$ cat config.mk
export PLATFORM = sky130hd
export DESIGN_NAME = nv_sync_evt_arb
export DESIGN_NICKNAME = d
export VERILOG_FILES = /design/src/rtl/nv_sync_evt_arb.sv
export SDC_FILE = /design/constraint.sdc
export NUM_CORES = 1
export LEC_CHECK = 0
export ABC_AREA = 1
export CAP_MARGIN = 15
export CELL_PAD_IN_SITES_DETAIL_PLACEMENT = 1
export CELL_PAD_IN_SITES_GLOBAL_PLACEMENT = 2
export CORE_MARGIN = 8
export CORE_UTILIZATION = 35
export DETAILED_ROUTE_END_ITERATION = 8
export GPL_TIMING_DRIVEN = 0
export PLACE_DENSITY_LB_ADDON = 0.2
export SYNTH_ARGS = -nofsm -noshare
export SYNTH_HDL_FRONTEND = slang
export SYNTH_SLANG_ARGS = --single-unit
$ cat constraint.sdc
create_clock -name clk -period 4.4 [get_ports clk]
set_input_delay 0.66 -clock clk [delete_from_list [all_inputs] [get_ports clk]]
set_output_delay 0.66 -clock clk [all_outputs]
set_load 0.05 [all_outputs]
$ cat src/rtl/nv_sync_evt_arb.sv
// Round-robin event arbiter that hands one transfer at a time to a far clock
// domain over a toggle/ack handshake, with a timeout watchdog on the ack.
module nv_sync_evt_arb #(
  parameter  int NUM_REQ = 4,
  parameter  int TIMEOUT = 255,
  localparam int IDW     = (NUM_REQ > 2) ? $clog2(NUM_REQ) : 1
) (
  input  logic               clk,
  input  logic               rst,
  input  logic [NUM_REQ-1:0] evt_req,
  output logic [NUM_REQ-1:0] evt_gnt,
  output logic [NUM_REQ-1:0] evt_done,
  output logic [IDW-1:0]     xfer_id,
  output logic               xfer_tgl,
  input  logic               xfer_ack_async,
  output logic               busy,
  output logic               timeout_err,
  input  logic               err_clr
);

  typedef enum logic [1:0] {
    S_IDLE = 2'd0,
    S_WAIT = 2'd1,
    S_ERR  = 2'd2
  } state_t;

  state_t state, state_d;

  (* preserve *) logic ack_s1;
  (* preserve *) logic ack_s2;
  (* preserve *) logic ack_s3;

  logic [15:0]        cnt, cnt_d;
  logic [IDW-1:0]     ptr, ptr_d;
  logic [IDW-1:0]     win, ptr_next, idx;
  logic [IDW-1:0]     id_d;
  logic [NUM_REQ-1:0] gnt_d, done_d;
  logic               tgl_d, err_d;

  // NOTE: sequential state uses non-blocking assignments so every flop samples
  // the pre-edge value; blocking here would let ack_s1 ripple straight to ack_s3.
  always_ff @(posedge clk or posedge rst) begin
    if (rst) begin
      ack_s1 <= 1'b0;
      ack_s2 <= 1'b0;
      ack_s3 <= 1'b0;
    end else begin
      ack_s1 <= xfer_ack_async;
      ack_s2 <= ack_s1;
      ack_s3 <= ack_s2;
    end
  end

  // Round-robin search starting at ptr; first requester found wins.
  always_comb begin
    win = ptr;
    idx = '0;
    for (int i = NUM_REQ - 1; i >= 0; i--) begin
      idx = IDW'((int'(ptr) + i) % NUM_REQ);
      if (evt_req[idx]) win = idx;
    end
    ptr_next = IDW'((int'(win) + 1) % NUM_REQ);
  end

  // NOTE: every variable driven here gets a default first, so no path can
  // leave one unassigned and infer a latch.
  always_comb begin
    state_d = state;
    gnt_d   = '0;
    done_d  = '0;
    tgl_d   = xfer_tgl;
    id_d    = xfer_id;
    cnt_d   = cnt;
    ptr_d   = ptr;
    err_d   = timeout_err;
    case (state)
      S_IDLE: begin
        if (|evt_req) begin
          gnt_d   = NUM_REQ'(1) << win;
          tgl_d   = ~xfer_tgl;
          id_d    = win;
          cnt_d   = '0;
          ptr_d   = ptr_next;
          state_d = S_WAIT;
        end
      end
      S_WAIT: begin
        // A match wins over an expiring counter in the same cycle.
        if (ack_s3 == xfer_tgl) begin
          done_d  = NUM_REQ'(1) << xfer_id;
          state_d = S_IDLE;
        end else if (cnt == 16'(TIMEOUT)) begin
          err_d   = 1'b1;
          state_d = S_ERR;
        end else begin
          cnt_d = cnt + 16'd1;
        end
      end
      S_ERR: begin
        if (err_clr) begin
          err_d   = 1'b0;
          tgl_d   = ack_s3;
          state_d = S_IDLE;
        end
      end
      default: state_d = S_IDLE;
    endcase
  end

  always_ff @(posedge clk or posedge rst) begin
    if (rst) begin
      state       <= S_IDLE;
      evt_gnt     <= '0;
      evt_done    <= '0;
      xfer_tgl    <= 1'b0;
      xfer_id     <= '0;
      cnt         <= '0;
      ptr         <= '0;
      timeout_err <= 1'b0;
    end else begin
      state       <= state_d;
      evt_gnt     <= gnt_d;
      evt_done    <= done_d;
      xfer_tgl    <= tgl_d;
      xfer_id     <= id_d;
      cnt         <= cnt_d;
      ptr         <= ptr_d;
      timeout_err <= err_d;
    end
  end

  assign busy = (state != S_IDLE);

endmodule

=== Yosys cells after proc, flatten, opt, wreduce, memory -nomap -nowiden ===
Cells that the tools add are included.
W data, S select, Z words.

* Reduce and logical (&&, ||, !) cells: 11
* Magnitude comparators: 4
* Shift operators: 2
* Eq/ne operators: 10
* Bitwise operators: 1
* Mux-type cells: 32
* $add $sub $neg: 5

{| class="wikitable"
|+ Operators with widths
! cell !! count
|-
| $mux W16 || 3
|-
| $pmux W16 S2 || 1
|-
| $add A16 B1 Y16 const B || 1
|-
| $eq A16 B8 Y1 const B || 1
|-
| $mux W2 || 8
|-
| $mux W4 || 4
|-
| $lt A2 B3 Y1 const B || 4
|-
| $ne A2 B2 Y1 const B || 5
|-
| $mux W1 || 9
|-
| $bmux W1 S2 || 4
|-
| $reduce_and A4 Y1 || 2
|-
| $reduce_bool A2 Y1 || 4
|-
| $shl A1 B2 Y4 const A || 2
|-
| $pmux W2 S3 || 1
|-
| $reduce_and A3 Y1 || 2
|-
| $add A2 B1 Y2 const B || 2
|-
| $add A2 B2 Y2 const B || 2
|-
| $pmux W1 S2 || 2
|-
| $reduce_or A4 Y1 || 1
|-
| $ne A3 B3 Y1 const B || 1
|-
| $eq A2 B1 Y1 const B || 1
|-
| $eq A2 B2 Y1 const B || 1
|-
| $logic_not A2 Y1 || 1
|-
| $reduce_and A2 Y1 || 1
|-
| 2 further kinds || 2
|}

* Input port bits: 8
* Register bits after elaboration: 35

=== Logic depth before layout (Yosys ltp) ===
* Word-level depth: 10
* Gate-level depth with buffers: 13

=== Least setup slack after synthesis ===
OpenSTA, ideal clock, no wires.

* Path kind: register to register
* Start: register xfer_tgl
* End: register cnt[13]
* Setup slack: 2.842 ns
* Data arrival time: 1.435 ns
* Stages on the path, launching flop included: 8
* Data required time: 4.277 ns
* Period minus slack after synthesis: 1.558 ns
* Buffers on the path: 1
* Setup time: 0.123 ns
* Cell sequence: dfrtp_1 xnor2_1 nor2_4 nand2_4 nand2_8 buf_8 nand4_1 o21ai_1

* Cells in the longest elaborated chain, start to end: 3

{| class="wikitable"
|+ RTL lines
! item !! RTL line !! source
|-
| start, declared || 14 || <nowiki>output logic xfer_tgl,</nowiki>
|-
| start signal, assigned || 124 || <nowiki>xfer_tgl <= tgl_d;</nowiki>
|-
| $eq A1 B1 Y1 || 89 || <nowiki>if (ack_s3 == xfer_tgl) begin</nowiki>
|-
| $ne A2 B2 Y1 (no line) || n/a ||
|-
| $reduce_and A4 Y1 (no line) || n/a ||
|-
| end signal, assigned || 126 || <nowiki>cnt <= cnt_d;</nowiki>
|-
| end, declared || 33 || <nowiki>logic [15:0] cnt, cnt_d;</nowiki>
|}

No other way between the ends.
A chain may end at the register's enable or synchronous reset.

=== Worst setup path in the final report ===
* Start: register state[1]
* End: output busy

* Cells in the longest elaborated chain, start to end: 1

{| class="wikitable"
|+ RTL lines
! item !! RTL line !! source
|-
| start, declared || 27 || <nowiki>state_t state, state_d;</nowiki>
|-
| start signal, assigned || 121 || <nowiki>state <= state_d;</nowiki>
|-
| $reduce_bool A2 Y1 || 132 || <nowiki>assign busy = (state != S_IDLE);</nowiki>
|-
| end, declared || 16 || <nowiki>output logic busy,</nowiki>
|}

No other way between the ends.

==> results by group <==
Global route
  • GRT overflow: 0
  • Vias in the first global route: between 1500 and 2000
  • First-pass GRT wire length: just under 9000 um
  • Largest net degree at the start of global routing: 19
  • Total track usage: around 14%
  • Initial antenna violation count: 0

Run status
  • Status: finished, final reports clean

Power and ir drop
  • Net Sw Frac: 47.1%
  • Combinational share of power: 52.1%
  • PD cells: 665 nW/um^2
  • Clock power share: 19.3%
  • Sw power: 0.000736 W
  • Worst ir drop on vdd: between 0.2 and 0.3 mV
  • Internal power: 0.000828 W
  • Seq pwr share: 28.6%
  • Pleak: 1.10 nW

Synth
  • Seq/Total Area, Yosys: 46.3%
  • Count of different cell masters after synthesis: 28
  • Synthesized instance count: 242
  • Total number of yosys warnings: 0
  • Synth Cell Area: 1890 sq um
  • Syn_area_per_cell: 7.82 sq um
  • Yosys reg bits: 35
  • Post-synth net total: 251

Worst setup path
  • Worst Reg2Reg Path Length in Cells: 9
  • Reg2reg start: cnt[0]
  • Critical Path End Type: output port
  • Crit path required time: about 3700 ps
  • Crit Path Class: reg2out
  • Setup crit start kind: flop
  • Reg2reg setup slack: 2560 ps
  • Crit path from: state[1]
  • Crit path arrival time: 1720 ps
  • CP Max Fanout: 4
  • Reg2reg end: cnt[13]

Floorplan
  • Die ar.: approximately 8000 sq um
  • Starting Density: 36.6%
  • Core ar.: 5170 sq um
  • Die H: 89.5 um
  • Std cell rows: 26
  • Ports: 21
  • Die width: 89.5 um

Timing
  • Period minus WS final: 2380 ps
  • Total negative setup slack: 0 ps
  • Fin crit share: 54.1%
  • RSZ-0062 raised after global routing: no
  • Final Max Tran Viols: 0
  • Final setup vio count: 0
  • Endpoints failing hold: 0
  • Slew headroom: 65.5%
  • Clk_skew: approximately 6.4 ps
  • Worst Max-Slew Pin Slew: 516 ps
  • Fmax: 420 MHz

Route
  • Vias per Instance: 4.92
  • WL/cell: 14.5 um
  • First drt pass iteration count: 4
  • DR vias: 1681
  • Initial DRC count: 45
  • Total wire length: 4970 um
  • Antenna Nets Post-Route: 0
  • # DRC: 0

Job
  • Max-cap viol count: 0

Place
  • Number of buffers added on ports: 20
  • Post-DP HPWL: ~4000 um
  • RD Place Congestion: 0.768
  • Dpl cells: 334

Clock tree
  • CTS Sinks: 35
  • Postcts setup bufs: 0
  • CTS tree: yes
  • Post_cts resized: 0
  • Htree depth: 2
  • Clk_lat worst skew: 290 ps
  • CTS max path bufs: 2
  • Hold_buf cts: 0
  • Num CTS Buffers: 5
  • Worst-path clk slew: 70 ps
  • Clock tree root driver cell: clkbuf_8

Layout
  • Layout Cells excl Fill: 342
  • Nets: 280
  • Antenna Cells: 0
  • Share of cells above drive strength 1: between 10% and 20%
  • P&R area growth vs syn: 24.3%

Worst hold path
  • Worst hold path depth: 0
  • Hold crit path type: reg2reg
  • Hold Crit Start: ack_s1
  • Hold worst-path end: ack_s2
## power groups by stage
stage          Sequential, W  Clock, W  Combinational (W)
2_1_floorplan       0.000577         0           0.000456
3_3_place_gp        0.000451         0           0.000803
3_5_place_dp        0.000456         0           0.000823
4_1_cts             0.000449  0.000310           0.000826
5_1_grt             0.000459  0.000325           0.000902
6_report            0.000448  0.000302           0.000814
## layer usage
| layer | GRT usage, % | wire [um] | part of all wire (%) | vias up |
|---|---|---|---|---|
| li1 | - | - | - | 853 |
| met1 | 17.7 | 2430 | 49 | 805 |
| met2 | 23.8 | 2380 | 48 | 17 |
| met3 | 2.21 | 81 | 1.6 | 6 |
| met4 | 6.19 | 82 | 1.6 | 0 |
| met5 | 0 | 0 | 0 | - |
## worst max-delay path by stage
stage,cells past startpoint,slack [ps],end
after floorplan,7,2840,cnt[13]
after global placement,2,2120,cnt[10]
after detailed placement,12,2170,ptr[1]
after CTS,3,2010,busy
after global routing,3,1950,busy
final,3,2020,busy
## final cells by class
| class | count | area (sq um) |
|---|---|---|
| buffer | 2 | 22.5 |
| clock buffer | 6 | 82.6 |
| inverter | 33 | 129 |
| tap | 70 | 87.6 |
| clock inverter | 2 | 35.0 |
| fill | 620 | 2820 |
| sequential | 35 | 876 |
| timing repair buffer | 22 | 255 |
| multi-input combinational | 172 | 866 |
## stage by stage
step | hold WS, ps | worst slack, ps | power, W | cell area, sq um | util, %
floorplan | 331 | 2840 | 0.00103 | 1890 | -
global route | 382 | 1950 | 0.00169 | 2350 | 45.5
finish | 367 | 2020 | 0.00156 | 2350 | 45.5
CTS | 372 | 2010 | 0.00158 | 2350 | 45.5
detailed placement | 355 | 2170 | 0.00128 | 2240 | 43.2
global placement | 337 | 2120 | 0.00125 | 2180 | 42.2
## cells by family after synthesis
| group | synth area share, % |
|---|---|
| xor gates and xnor gates | 2.78 |
| adders and majority gates | 0.661 |
| AOI/OAI and AO/OA | 7.80 |
| buffers and inverters | 8.00 |
| and+or+nand+nor | 34.5 |
| DFF | 46.3 |
## cell usage after synthesis (all sizes together)
cell,instances,area (sq um)
xor2,4,35.0
xnor2,2,17.5
nor4,1,6.26
nor2,23,104
nand2,73,308
o221a,1,11.3
nand4,14,87.6
o31ai,4,30.0
o21ai,14,70.1
ha,1,12.5
buf,2,22.5
nand3,19,95.1
a31oi,1,6.26
dfrtp,35,876
nand3b,1,7.51
nor3,8,45.0
inv,33,129
a21oi,6,30.0
## critical path, cell delays in order, from the launching register on
cell	delay (ps)
dfrtp_1	440
nor2_1	200
inv_1	90
clkdlybuf4s50_1	710
## registers in the layout, indices dropped and copies added (netlist names), 2 cells and up
name      cells
xfer_id       2
state         2
evt_gnt       4
evt_done      4
ptr           2
cnt          16
## layout by cell type (no fill, tap or decap), types with 2 or more instances in the layout
| cell type | synthesis | routed |
|---|---|---|
| nand2_1 | 67 | 67 |
| dfrtp_1 | 35 | 35 |
| inv_1 | 27 | 27 |
| nor2_1 | 20 | 20 |
| clkdlybuf4s50_1 | 0 | 20 |
| nand3_1 | 19 | 19 |
| nand4_1 | 14 | 14 |
| o21ai_1 | 8 | 8 |
| nor3_1 | 7 | 7 |
| o21ai_0 | 6 | 6 |
| a21oi_1 | 6 | 6 |
| clkbuf_8 | 0 | 6 |
| nand2_2 | 4 | 4 |
| inv_2 | 4 | 4 |
| xor2_1 | 4 | 4 |
| o31ai_1 | 4 | 4 |
| nor2_4 | 2 | 2 |
| xnor2_1 | 2 | 2 |
| inv_4 | 2 | 2 |
| buf_16 | 0 | 2 |
No activity file was read; power rests on OpenSTA's default activity.
